$ cat config.mk
export PLATFORM = sky130hd
export DESIGN_NAME = in_port_fifo
export DESIGN_NICKNAME = d
export VERILOG_FILES = /design/src/rtl/in_port_fifo.sv
export SDC_FILE = /design/constraint.sdc
export NUM_CORES = 1
export LEC_CHECK = 0
export CELL_PAD_IN_SITES_DETAIL_PLACEMENT = 0
export CELL_PAD_IN_SITES_GLOBAL_PLACEMENT = 2
export CORE_MARGIN = 10
export CORE_UTILIZATION = 42
export CTS_BUF_LIST = sky130_fd_sc_hd__clkbuf_8 sky130_fd_sc_hd__clkbuf_16
export DETAILED_ROUTE_END_ITERATION = 8
export GPL_TIMING_DRIVEN = 0
export PLACE_DENSITY_LB_ADDON = 0.12
export SETUP_SLACK_MARGIN = 0.02
export SLEW_MARGIN = 20
export SYNTH_ARGS = -nofsm -noshare
export SYNTH_HDL_FRONTEND = slang
export SYNTH_SLANG_ARGS = --single-unit
$ cat constraint.sdc
create_clock -name clk -period 3.4 [get_ports clk]
set_clock_uncertainty 0.1 [all_clocks]
set_input_delay 0.51 -clock clk [delete_from_list [all_inputs] [get_ports clk]]
set_output_delay 0.51 -clock clk [all_outputs]
set_load 0.01 [all_outputs]
$ cat src/rtl/in_port_fifo.sv
// Input-port peripheral: a device pushes words into a DEPTH-entry FIFO, and the CPU pops the head into the InPort register.
// Optional sticky overrun flag is enabled with the macro INPORT_OVERRUN_EN.
module in_port_fifo #(
  parameter int WIDTH = 32,
  parameter int DEPTH = 4,
  parameter int AW    = 2
) (
  input  logic             clk,
  input  logic             clr,
  input  logic [WIDTH-1:0] dev_data,
  input  logic             dev_valid,
  output logic             dev_ready,
  input  logic             InPortIn,
  input  logic             InPortOut,
  output logic [WIDTH-1:0] bus_out,
  output logic             in_avail,
  output logic [AW:0]      fifo_count,
  output logic             overrun
);

  localparam logic [AW:0] FULL_CNT = (AW+1)'(DEPTH);

  logic [WIDTH-1:0] mem [DEPTH];
  logic [AW-1:0]    rd_ptr;
  logic [AW-1:0]    wr_ptr;
  logic [AW:0]      count;
  logic [WIDTH-1:0] in_port_reg;
  logic             full;
  logic             empty;
  logic             push;
  logic             pop;

  assign full  = (count == FULL_CNT);
  assign empty = (count == '0);

  // Handshake: a word transfers on any rising edge where dev_valid and dev_ready are both 1.
  // dev_ready depends only on occupancy and clr, never on dev_valid, so the device may wait on it.
  assign dev_ready = !full && !clr;
  assign push      = dev_valid && dev_ready;
  assign pop       = InPortIn && !empty && !clr;

  always_ff @(posedge clk) begin
    if (push) begin
      mem[wr_ptr] <= dev_data;
    end
  end

  always_ff @(posedge clk) begin
    if (clr) begin
      rd_ptr      <= '0;
      wr_ptr      <= '0;
      count       <= '0;
      in_port_reg <= '0;
    end else begin
      if (push) begin
        wr_ptr <= wr_ptr + 1'b1;
      end
      if (pop) begin
        rd_ptr      <= rd_ptr + 1'b1;
        in_port_reg <= mem[rd_ptr];
      end
      // A push and a pop on the same edge cancel out in the occupancy.
      if (push && !pop) begin
        count <= count + 1'b1;
      end else if (pop && !push) begin
        count <= count - 1'b1;
      end
    end
  end

`ifdef INPORT_OVERRUN_EN
  logic overrun_q;

  always_ff @(posedge clk) begin
    if (clr) begin
      overrun_q <= 1'b0;
    end else if (dev_valid && full) begin
      overrun_q <= 1'b1;
    end
  end

  assign overrun = overrun_q;
`else
  assign overrun = 1'b0;
`endif

  assign bus_out    = {WIDTH{InPortOut}} & in_port_reg;
  assign in_avail   = !empty;
  assign fifo_count = count;

endmodule

==> results.md <==
- The flow ran to the end, and the final reports show no timing, DRC or antenna violations.
- The count of unique library cells instantiated by Yosys is 29.
- The first global-routing pass estimated 19300 µm of wire.
- The fraction of the mapped netlist area in compound gates is 5.68%.
- Wires add up to 12300 µm.
- Derived from the worst setup path, the maximum achievable clock frequency is 343 MHz.
- Once detailed placement completed, the half-perimeter wirelength came to 7940 µm.
- The total power per unit cell area is 715 mW/mm².
- The cell occurring most often along the worst timing path is sky130_fd_sc_hd__clkdlybuf4s50_1.
- Setup repair after global routing left no endpoint under its margin.
- The register with the most flip-flops in the layout has 128 of them.
- The detailed router finished its first iteration with 90 violations.
- The die covers 0.0204 mm².
- The number of buffers inserted by post-CTS setup repair is 0.
- The most area-hungry cell type in the Yosys netlist is sky130_fd_sc_hd__edfxtp_1.
- The multiplexer share of the synthesized area is 12.1%.
- The number of maximum-capacitance violations is 0.
- The starting density of the core is 43.2%.
- After floorplanning, the core was sized to cover 0.0146 mm².
- The overall routing resource usage is 12.9%.
- The quantity of I/O buffers inserted on ports is 73.
- The number of buffers on the longest clock path is 2.
- The transition time at the pin with the least slew margin is 0.579 ns.
- The number of global-route vias before repair is 3428.
- The number of routed nets with antenna violations is 0.
- The insertion delay to the later sink of the worst-skew pair is 0.43 ns.
- The number of antenna violations at the first check in global routing was 1.
- The relative area change from synthesis to final layout is 26.5%.
- After clock tree synthesis, the flow added hold-fix buffers numbering 0.
- STA classifies the critical path startpoint as an input pin.
- The area of the mapped netlist is 0.00632 mm².
- The setup TNS after final layout is 0 ns.
- The number of cells upsized or downsized after cts is 0.
- The count of TritonRoute iterations in the first routing pass is 5.
- The peak fanout along the critical path is 10.
- Headroom to the max-slew limit came out at 61.4%.
- The number of pins exceeding their max-slew limit in the final report is 0.
- The combinational family with the most area after synthesis is multiplexers.
- The antenna diode count is 0.
- The vertical extent of the die is 143 µm.
- The number of placed instances with taps included is 582.
- The instance count of the mapped netlist is 321.
- The number of placement rows is 44.
- The critical path is of the in -> out type.
- The sum of buffers and inverters on the critical path is 3.
- The clock sink total is 167.
- Counting I/O delays and the setup requirement, the final critical path takes 2.92 ns.
- The clock input transition at the sequential cells of the worst setup and hold paths is 0.06 ns.
- A synthesized cell averages 19.7 µm².
- In this run, synthesis produced a sequential element count of 167.
- The number of setup violations in the final report is 0.
- After synthesis, the cell types taking the most area are sky130_fd_sc_hd__edfxtp_1 61%, sky130_fd_sc_hd__dfxtp_1 12%, sky130_fd_sc_hd__mux4_2 10%, sky130_fd_sc_hd__a22o_2 4.6%, sky130_fd_sc_hd__and2_1 3.6%.
- The clock tree from TritonCTS is built.
- The fraction of layout cells with a size suffix above 1 is 27.2%.
- The number of hold-slack violations in the final timing report is 0.
- In this run the horizontal extent of the chip is 143 µm.
- For this design, the slowest cell found on the critical path is sky130_fd_sc_hd__clkdlybuf4s50_1.
- The largest single stage delay on the critical path is 0.55 ns.
- The dominant delay contributor by cell family on the critical path is buffers and inverters.
- The non-filler instance count after layout is 614.
- For this run the aggregate overflow at the end of global routing stands at 0.
- For this run, the post-layout net count is 460.
- Traced cell by cell, the critical path runs through clkdlybuf4s50_1 -> clkbuf_1 -> and2_1 -> clkdlybuf4s50_1.
- STA classifies the critical path endpoint as an output pin.
- The path type of the worst min-delay path is reg -> reg.
- The worst path uses 85.8% of the clock period.
- The vias after detailed routing is 3124.
- The worst register-to-register path has a depth of 10.
- The average vias per placed instance is 5.09.
- The final estimated routing congestion in global placement is 0.676.
- The cell sitting at the root of the clock tree is a sky130_fd_sc_hd__clkbuf_16.
- The largest net degree at the start of global routing is 25.
- The maximum ir drop on the vdd rail is 0.382 mV.
- The number of nets produced by synthesis is 364.
- After synthesis, flip-flops and latches occupy 73.2% of the total area.
- The XOR/XNOR share of the synthesized area is 0.554%.
- Summing the areas of all and, or, nand and nor instances in the mapped netlist gives 4.69% of the synthesized area.
- The required time of the critical path is 2.79 ns.
- Along the worst hold path, the cell count comes to 1.
- The leakage dissipation is 2.71 nW.
- After detailed routing, the number of remaining DRC violations is 0.
- In this run the number of cells on the critical path is 4.
- The mean routed wirelength per cell is 20.1 µm.
- The H-tree generated during clock tree synthesis spans 4 levels.
- The I/O pin count is 75.
- The number of buffers inserted during clock tree synthesis is 17.
- At the worst endpoint, the arrival time is 2.31 ns.
- The synthesis warning total is 0.
- The adder-cell area share of the yosys netlist is 1.31%.
- Summed over its instances, the top area cell type makes up 60.8% of the synthesized netlist area.
==> cell families (layout without fill, tap and decap cells) <==
group / after synthesis / count (layout)
XOR/XNOR: 4 / 4
adder cells (fa/ha/maj): 6 / 6
flip-flops: 167 / 167
AND/OR/NAND/NOR: 48 / 48
AO/OA/AOI/OAI: 37 / 37
other: 1 / 1
buffers and inverters: 23 / 132
multiplexers: 35 / 35
==> cell usage after synthesis (all sizes together) <==
cell	n
inv	4
dfxtp	39
ha	5
a22o	32
nand2b	1
and2	36
o31ai	1
or3	2
fa	1
a21oi	2
xor2	4
buf	15
o21ai	1
mux2i	2
nor3b	2
edfxtp	128
o311ai	1
nor2	7
conb	1
mux4	32
clkbuf	4
mux2	1
==> per-layer routing <==
layer	global-route usage, %	up-vias	share of wire (%)
met5	0	-	0.097
met2	22.0	58	52
met4	4.72	2	1.2
met3	4.71	15	4.7
li1	-	1459	-
met1	14.7	1590	42
==> placed cells by master, fill, tap and decap left out, types with 2 or more instances in the layout <==
cell                                n
sky130_fd_sc_hd__a22o_1             3
sky130_fd_sc_hd__a22o_2            29
sky130_fd_sc_hd__and2_1            32
sky130_fd_sc_hd__and2_2             4
sky130_fd_sc_hd__buf_12             3
sky130_fd_sc_hd__buf_2              7
sky130_fd_sc_hd__buf_6              7
sky130_fd_sc_hd__bufinv_16          3
sky130_fd_sc_hd__clkbuf_1           4
sky130_fd_sc_hd__clkbuf_16         17
sky130_fd_sc_hd__clkdlybuf4s50_1   73
sky130_fd_sc_hd__clkinv_4           3
sky130_fd_sc_hd__clkinvlp_4         4
sky130_fd_sc_hd__dfxtp_1           39
sky130_fd_sc_hd__edfxtp_1         128
sky130_fd_sc_hd__ha_1               5
sky130_fd_sc_hd__inv_1              4
sky130_fd_sc_hd__inv_6              4
sky130_fd_sc_hd__mux2i_1            2
sky130_fd_sc_hd__mux4_1             4
sky130_fd_sc_hd__mux4_2            28
sky130_fd_sc_hd__nor2_1             7
sky130_fd_sc_hd__xor2_1             4
==> worst reg2reg max path, stage by stage (launching register included) <==
cell                      delay, ns
sky130_fd_sc_hd__dfxtp_1       0.39
sky130_fd_sc_hd__o31ai_1       0.42
sky130_fd_sc_hd__nor2_1        0.20
sky130_fd_sc_hd__buf_2         0.25
sky130_fd_sc_hd__inv_1         0.08
sky130_fd_sc_hd__ha_1          0.17
sky130_fd_sc_hd__inv_1         0.06
sky130_fd_sc_hd__fa_1          0.37
sky130_fd_sc_hd__xor2_1        0.15
sky130_fd_sc_hd__or3_2         0.40
sky130_fd_sc_hd__a21oi_1       0.14
==> layout make-up <==
class	count	area [µm²]
Multi-Input combinational cell	131	1550
Sequential cell	167	4620
Timing Repair Buffer	77	818
Clock buffer	17	425
Buffer	19	136
Clock inverter	15	193
Fill cell	1187	6650
Inverter	4	15.0
Tap cell	184	230
==> final timing paths <==
check	startpoint	endpoint	slack (ns)
hold / removal	in_port_reg[18]	in_port_reg[18]	0.37
setup reg to reg	fifo_count[0]	fifo_count[2]	0.60
setup / recovery	InPortOut	bus_out[17]	0.48
hold reg to reg	in_port_reg[18]	in_port_reg[18]	0.37
==> power breakdown <==
part	internal [mW]	switching, mW
logic	0.677	0.524
clock network	1.17	0.804
registers	2.43	0.103
==> per-stage QoR <==
stage / cell area [µm²] / power [mW] / hold slack [ns] / setup WS, ns / util [%]
after detailed placement: 7370 / 3.82 / 0.358 / 0.150 / 50.4
after CTS: 7990 / 5.80 / 0.376 / 0.377 / 54.6
after floorplan: 6320 / 3.37 / 0.334 / 0.891 / -
after global placement: 7280 / 3.79 / 0.354 / -0.361 / 49.7
final: 7990 / 5.71 / 0.374 / 0.483 / 54.6
after global routing: 7990 / 5.99 / 0.402 / 0.355 / 54.6
Power figures use the tool's default switching activity.
